--- src/rtl/clock_pkg.sv ---
// Shared constants and types for the BCD time-of-day counter.
package clock_pkg;

    // Width of one packed-BCD digit.
    localparam int unsigned BCD_W = 4;

    typedef logic [BCD_W-1:0] bcd_digit_t;

    // Largest value a low digit may hold before it wraps into its high digit.
    localparam bcd_digit_t BCD_NINE = bcd_digit_t'(9);

    // Two-digit rollover points for each field of the 24 h clock.
    localparam int unsigned SEC_MAX_HI = 5;
    localparam int unsigned SEC_MAX_LO = 9;
    localparam int unsigned MIN_MAX_HI = 5;
    localparam int unsigned MIN_MAX_LO = 9;
    localparam int unsigned HR_MAX_HI  = 2;
    localparam int unsigned HR_MAX_LO  = 3;

endpackage : clock_pkg

--- src/rtl/bcd_mod_counter.sv ---
// Two-digit BCD counter that rolls over to 00 after MAX_HI:MAX_LO.
// The wrap flag is combinational so counters can be chained on one edge.
module bcd_mod_counter
    import clock_pkg::*;
#(
    parameter int unsigned MAX_HI = 5,
    parameter int unsigned MAX_LO = 9
) (
    input  logic             clk,
    input  logic             rst,
    input  logic             clr,
    input  logic             inc,
    output logic [BCD_W-1:0] lo,
    output logic [BCD_W-1:0] hi,
    output logic             wrap
);

    localparam bcd_digit_t LIM_HI = bcd_digit_t'(MAX_HI);
    localparam bcd_digit_t LIM_LO = bcd_digit_t'(MAX_LO);

    bcd_digit_t lo_q, lo_d;
    bcd_digit_t hi_q, hi_d;
    logic       at_max;

    assign at_max = (hi_q == LIM_HI) && (lo_q == LIM_LO);
    assign wrap   = inc && at_max;

    // Next-state: clear wins over increment; the low digit carries into the high digit at 9.
    always_comb begin
        // NOTE: every variable gets a default before any branch so no path leaves it unassigned (no latch).
        lo_d = lo_q;
        hi_d = hi_q;
        if (clr) begin
            lo_d = '0;
            hi_d = '0;
        end else if (inc) begin
            if (at_max) begin
                lo_d = '0;
                hi_d = '0;
            end else if (lo_q == BCD_NINE) begin
                lo_d = '0;
                hi_d = hi_q + bcd_digit_t'(1);
            end else begin
                lo_d = lo_q + bcd_digit_t'(1);
            end
        end
    end

    // Digit registers with synchronous reset.
    always_ff @(posedge clk) begin
        // NOTE: sequential state uses non-blocking assignments so all flops update together at the edge.
        if (rst) begin
            lo_q <= '0;
            hi_q <= '0;
        end else begin
            lo_q <= lo_d;
            hi_q <= hi_d;
        end
    end

    assign lo = lo_q;
    assign hi = hi_q;

endmodule : bcd_mod_counter

--- src/rtl/bcd_time_counter.sv ---
// Time-of-day core: divides clk to a 1 Hz tick and keeps HH:MM:SS in BCD.
// In set mode seconds are held at 00 and minutes/hours step on pulses.
module bcd_time_counter
    import clock_pkg::*;
#(
    parameter int unsigned CLK_HZ = 50000000
) (
    input  logic             clk,
    input  logic             rst,
    input  logic             run,
    input  logic             set_mode,
    input  logic             inc_min,
    input  logic             inc_hr,
    output logic             tick_1hz,
    output logic             day_carry,
    output logic [BCD_W-1:0] sec_lo,
    output logic [BCD_W-1:0] sec_hi,
    output logic [BCD_W-1:0] min_lo,
    output logic [BCD_W-1:0] min_hi,
    output logic [BCD_W-1:0] hr_lo,
    output logic [BCD_W-1:0] hr_hi
);

    localparam int unsigned      CNT_W    = (CLK_HZ > 1) ? $clog2(CLK_HZ) : 1;
    localparam logic [CNT_W-1:0] CNT_LAST = CNT_W'(CLK_HZ - 1);

    logic [CNT_W-1:0] cnt_q, cnt_d;
    logic             tick_q, tick_d;
    logic             day_q, day_d;

    logic advance;
    logic cnt_wrap;
    logic sec_inc, min_inc, hr_inc;
    logic sec_wrap, min_wrap, hr_wrap;

    // The prescaler only runs in normal timekeeping; set mode parks it at 0.
    assign advance  = run && !set_mode;
    assign cnt_wrap = advance && (cnt_q == CNT_LAST);

    // Prescaler next-state and the strobes derived from it.
    always_comb begin
        cnt_d = cnt_q;
        if (set_mode) begin
            cnt_d = '0;
        end else if (advance) begin
            cnt_d = cnt_wrap ? '0 : cnt_q + CNT_W'(1);
        end
        tick_d = cnt_wrap;
        // Adjusting hours through 23 -> 00 is not a real day rollover.
        day_d  = hr_wrap && !set_mode;
    end

    // Prescaler and strobe registers.
    always_ff @(posedge clk) begin
        if (rst) begin
            cnt_q  <= '0;
            tick_q <= 1'b0;
            day_q  <= 1'b0;
        end else begin
            cnt_q  <= cnt_d;
            tick_q <= tick_d;
            day_q  <= day_d;
        end
    end

    // Field chaining: ticks ripple sec -> min -> hr normally; pulses drive min/hr
    // directly in set mode, with no carry between them.
    assign sec_inc = tick_q && !set_mode;
    assign min_inc = set_mode ? inc_min : sec_wrap;
    assign hr_inc  = set_mode ? inc_hr  : min_wrap;

    bcd_mod_counter #(
        .MAX_HI (SEC_MAX_HI),
        .MAX_LO (SEC_MAX_LO)
    ) u_sec (
        .clk  (clk),
        .rst  (rst),
        .clr  (set_mode),
        .inc  (sec_inc),
        .lo   (sec_lo),
        .hi   (sec_hi),
        .wrap (sec_wrap)
    );

    bcd_mod_counter #(
        .MAX_HI (MIN_MAX_HI),
        .MAX_LO (MIN_MAX_LO)
    ) u_min (
        .clk  (clk),
        .rst  (rst),
        .clr  (1'b0),
        .inc  (min_inc),
        .lo   (min_lo),
        .hi   (min_hi),
        .wrap (min_wrap)
    );

    bcd_mod_counter #(
        .MAX_HI (HR_MAX_HI),
        .MAX_LO (HR_MAX_LO)
    ) u_hr (
        .clk  (clk),
        .rst  (rst),
        .clr  (1'b0),
        .inc  (hr_inc),
        .lo   (hr_lo),
        .hi   (hr_hi),
        .wrap (hr_wrap)
    );

    assign tick_1hz  = tick_q;
    assign day_carry = day_q;

endmodule : bcd_time_counter
--- config.mk ---
export PLATFORM = sky130hd
export DESIGN_NAME = bcd_time_counter
export DESIGN_NICKNAME = d
export VERILOG_FILES = /design/src/rtl/clock_pkg.sv /design/src/rtl/bcd_mod_counter.sv /design/src/rtl/bcd_time_counter.sv
export SDC_FILE = /design/constraint.sdc
export NUM_CORES = 1
export LEC_CHECK = 0
export ABC_CLOCK_PERIOD_IN_PS = 1710
export BUFFER_PORTS_ARGS = -buffer_cell sky130_fd_sc_hd__buf_4
export CAP_MARGIN = 10
export CORE_UTILIZATION = 52
export DETAILED_ROUTE_END_ITERATION = 8
export PLACE_DENSITY = 0.83
export SYNTH_ARGS = -nofsm -noshare
export SYNTH_HDL_FRONTEND = slang
export SYNTH_SLANG_ARGS = --single-unit
--- constraint.sdc ---
create_clock -name clk -period 1.71 [get_ports clk]
set_input_delay 0.171 -clock clk [delete_from_list [all_inputs] [get_ports clk]]
set_output_delay 0.171 -clock clk [all_outputs]
set_load 0.03 [all_outputs]
==> run summary <==
PnR worst setup slack -> -171.0 ps
register area share after synthesis -> 0.3728
vias in the first global route -> 2760
Rows -> 26
via count -> 3199
number of setup violations in the final report -> 26
Fmax -> 531.6 MHz
Total Wirelength -> 9564 um
share of cells above drive strength 1 -> 0.4531
Least-Margin Pin Slew -> 457.1 ps
Post-synth EDFFs -> 0
CP max FO -> 3
CTS tree -> built
Post-DRT Antenna Nets -> 0
Worst-Skew Late Latency -> 320 ps
clock buffer depth -> 2
Post-Synth XOR/XNOR Area -> 0.04077
largest area contributor in the netlist -> dfxtp_1
asr flop ratio synth -> 0
DRC viols -> 0
Worst-path clk slew -> 100 ps
Post-DP HPWL -> 5330 um
minimum clock period -> 1881 ps
commonest cells in the netlist -> 52 x dfxtp_1, 29 x nor2_1, 24 x a21oi_1, 23 x nand2_1
Critical Path Source Type -> register
top-count cell post-synth -> dfxtp_1
RePlAce Congestion -> 0.8263
# IOs -> 32
post-synth design cell area -> 2793 um^2
total grt overflow -> 0
syn_nets -> 343
I/O Buffers -> 31
Ant. Diodes -> 0
adder and majority cell fraction of the synthesized area -> 0.04928
core area -> 5140 um^2
leak pwr -> 1.517 nW
Synth area leaders -> dfxtp_1 37%, ha_1 4.9%, a21oi_1 4.3%
failing checks -> negative setup slack
Synth Instances -> 326
Synth cell types -> 55
depth of the CTS H-tree -> 2
Final Hold Viols -> 0
Final nets -> 442
post-place setup slack -> -137.1 ps
simple logic cell fraction of the synthesized area -> 0.3087
number of CTS-inserted buffers -> 5
Vias/cell -> 6.450
drt initial violations -> 427
Pre-Repair DR Iteration Count -> 5
post-synthesis mux area share -> 0.02554
initial core utilization -> 0.5433
final core utilization -> 0.7872
Tightest Hold Check Type -> in2reg
fin crit share -> 1.100
Die ar. -> 5668 um^2
top cell type's share of synthesized area -> 0.3728
Pwr Density -> 516.3 nW/um^2
synthesized flop and latch total -> 52
CTS Hold Bufs -> 0
WP data required -> 1960 ps
crit path kind -> reg2reg
largest net degree at the start of global routing -> 24
first-pass GRT wire length -> 12740 um
Primary FF master, synth -> dfxtp_1
compound-gate portion of the synthesized area -> 0.1640
MaxCap Viol Count -> 0
gr usage total -> 0.2955
Root Buffer -> clkbuf_8
Slew HR -> 0.6925
antenna violations before repair -> 0
Wirelength per Cell -> 19.28 um
Slew Viols, Final -> 0
Fin Clk Skew -> 8.621 ps
crit path DAT -> 2130 ps
Crit. End Element -> register
Die Y -> 75.29 um
Die Wd -> 75.29 um
Area Overhead vs Synth -> 44.89%
status -> finished, violations left
clock sinks -> 52
RSZ-0062 raised after global routing -> yes
Synth warnings -> 0
syn avg cell area -> 8.566 um^2
VDD IR max -> 453.1 uV
main combinational cell family by area after synthesis -> simple AND/OR/NAND/NOR gates
==> worst max-delay path: stages, from the launching register on <==
cell	delay, ps
dfxtp_2	360
nand4_1	150
buf_4	190
or4_4	530
or4_4	440
a21oi_2	150
==> power breakdown <==
group / switching [mW] / internal [mW]
Combinational: 0.0918 / 0.0579
Sequential: 0.00795 / 1.21
Clock: 0.434 / 0.285
==> layer usage <==
metal / track usage / up-vias / wire length (um) / part of all wire
li1: - / 1419 / - / -
met3: 0.05890 / 47 / 701 / 0.073
met1: 0.3779 / 1527 / 3744 / 0.39
met4: 0.1111 / 0 / 363 / 0.038
met5: 0 / - / 0 / 0
met2: 0.4931 / 206 / 4755 / 0.50
==> metrics by stage <==
step,instance area (um^2),cells,power [mW],TNS (ps),hold WS [ps]
2_1_floorplan,2874,326,1.319,-162.3,341.5
6_report,4046,496,2.089,-2139,187.3
4_1_cts,3869,494,2.064,-251.8,171.9
3_5_place_dp,3610,479,1.381,-2431,484.1
5_1_grt,4046,496,2.143,-3979,190.0
3_3_place_gp,3610,479,1.379,-774.6,466.9
==> final timing paths <==
check	startpoint	endpoint	slack, ps	depth (start not counted)
setup / recovery	cnt_q[7]	cnt_q[23]	-170	5
hold / removal	rst	u_min.lo[1]	190	2
setup reg to reg	cnt_q[7]	cnt_q[23]	-170	5
hold reg to reg	u_hr.hi[3]	u_hr.hi[3]	510	2
==> kinds of logic after synthesis <==
group / count (synthesis)
flip-flops: 52
multiplexers: 7
AO/OA/AOI/OAI: 70
buffers and inverters: 26
AND/OR/NAND/NOR: 147
adder cells (fa/ha/maj): 11
XOR/XNOR: 13
==> cell usage in the layout (no fill, tap or decap), types with 5 or more instances in the layout <==
cell type	Yosys	layout
a21oi_1	24	13
a21oi_2	1	12
buf_4	0	99
clkbuf_8	0	5
dfxtp_1	52	28
dfxtp_2	0	21
ha_1	11	9
inv_1	13	12
mux2i_1	6	6
nand2_1	23	22
nand3_1	13	8
nand4_1	11	11
nor2_1	29	29
nor2b_1	6	6
nor4_1	7	5
o21ai_0	10	8
o31ai_1	12	11
or3_1	7	7
or4_4	1	9
xnor2_1	8	8
xor2_1	5	5
==> state kept, by name, indices dropped and copies added, names as in the netlist <==
register   count
tick_1hz       1
u_min.hi       4
u_hr.lo        4
u_sec.lo       4
day_carry      1
u_min.lo       4
u_sec.hi       4
cnt_q         26
u_hr.hi        4
==> area by class of cell <==
cell class,instances,area [um^2]
Clock buffer,6,72.57
Clock inverter,2,11.26
Fill cell,301,1094
Inverter,14,55.05
Multi-Input combinational cell,249,1953
Sequential cell,52,1079
Tap cell,70,87.58
Timing Repair Buffer,103,788.3
==> timing repair <==
action	4_1_cts	5_1_grt
endpoints found under the hold margin	0	0
buffers inserted	8	2
pin swaps	12	17
gates resized for setup	26	41
endpoints found under the setup margin	29	38
gates cloned	0	1
Note: power is estimated with default switching activity, not from simulation.
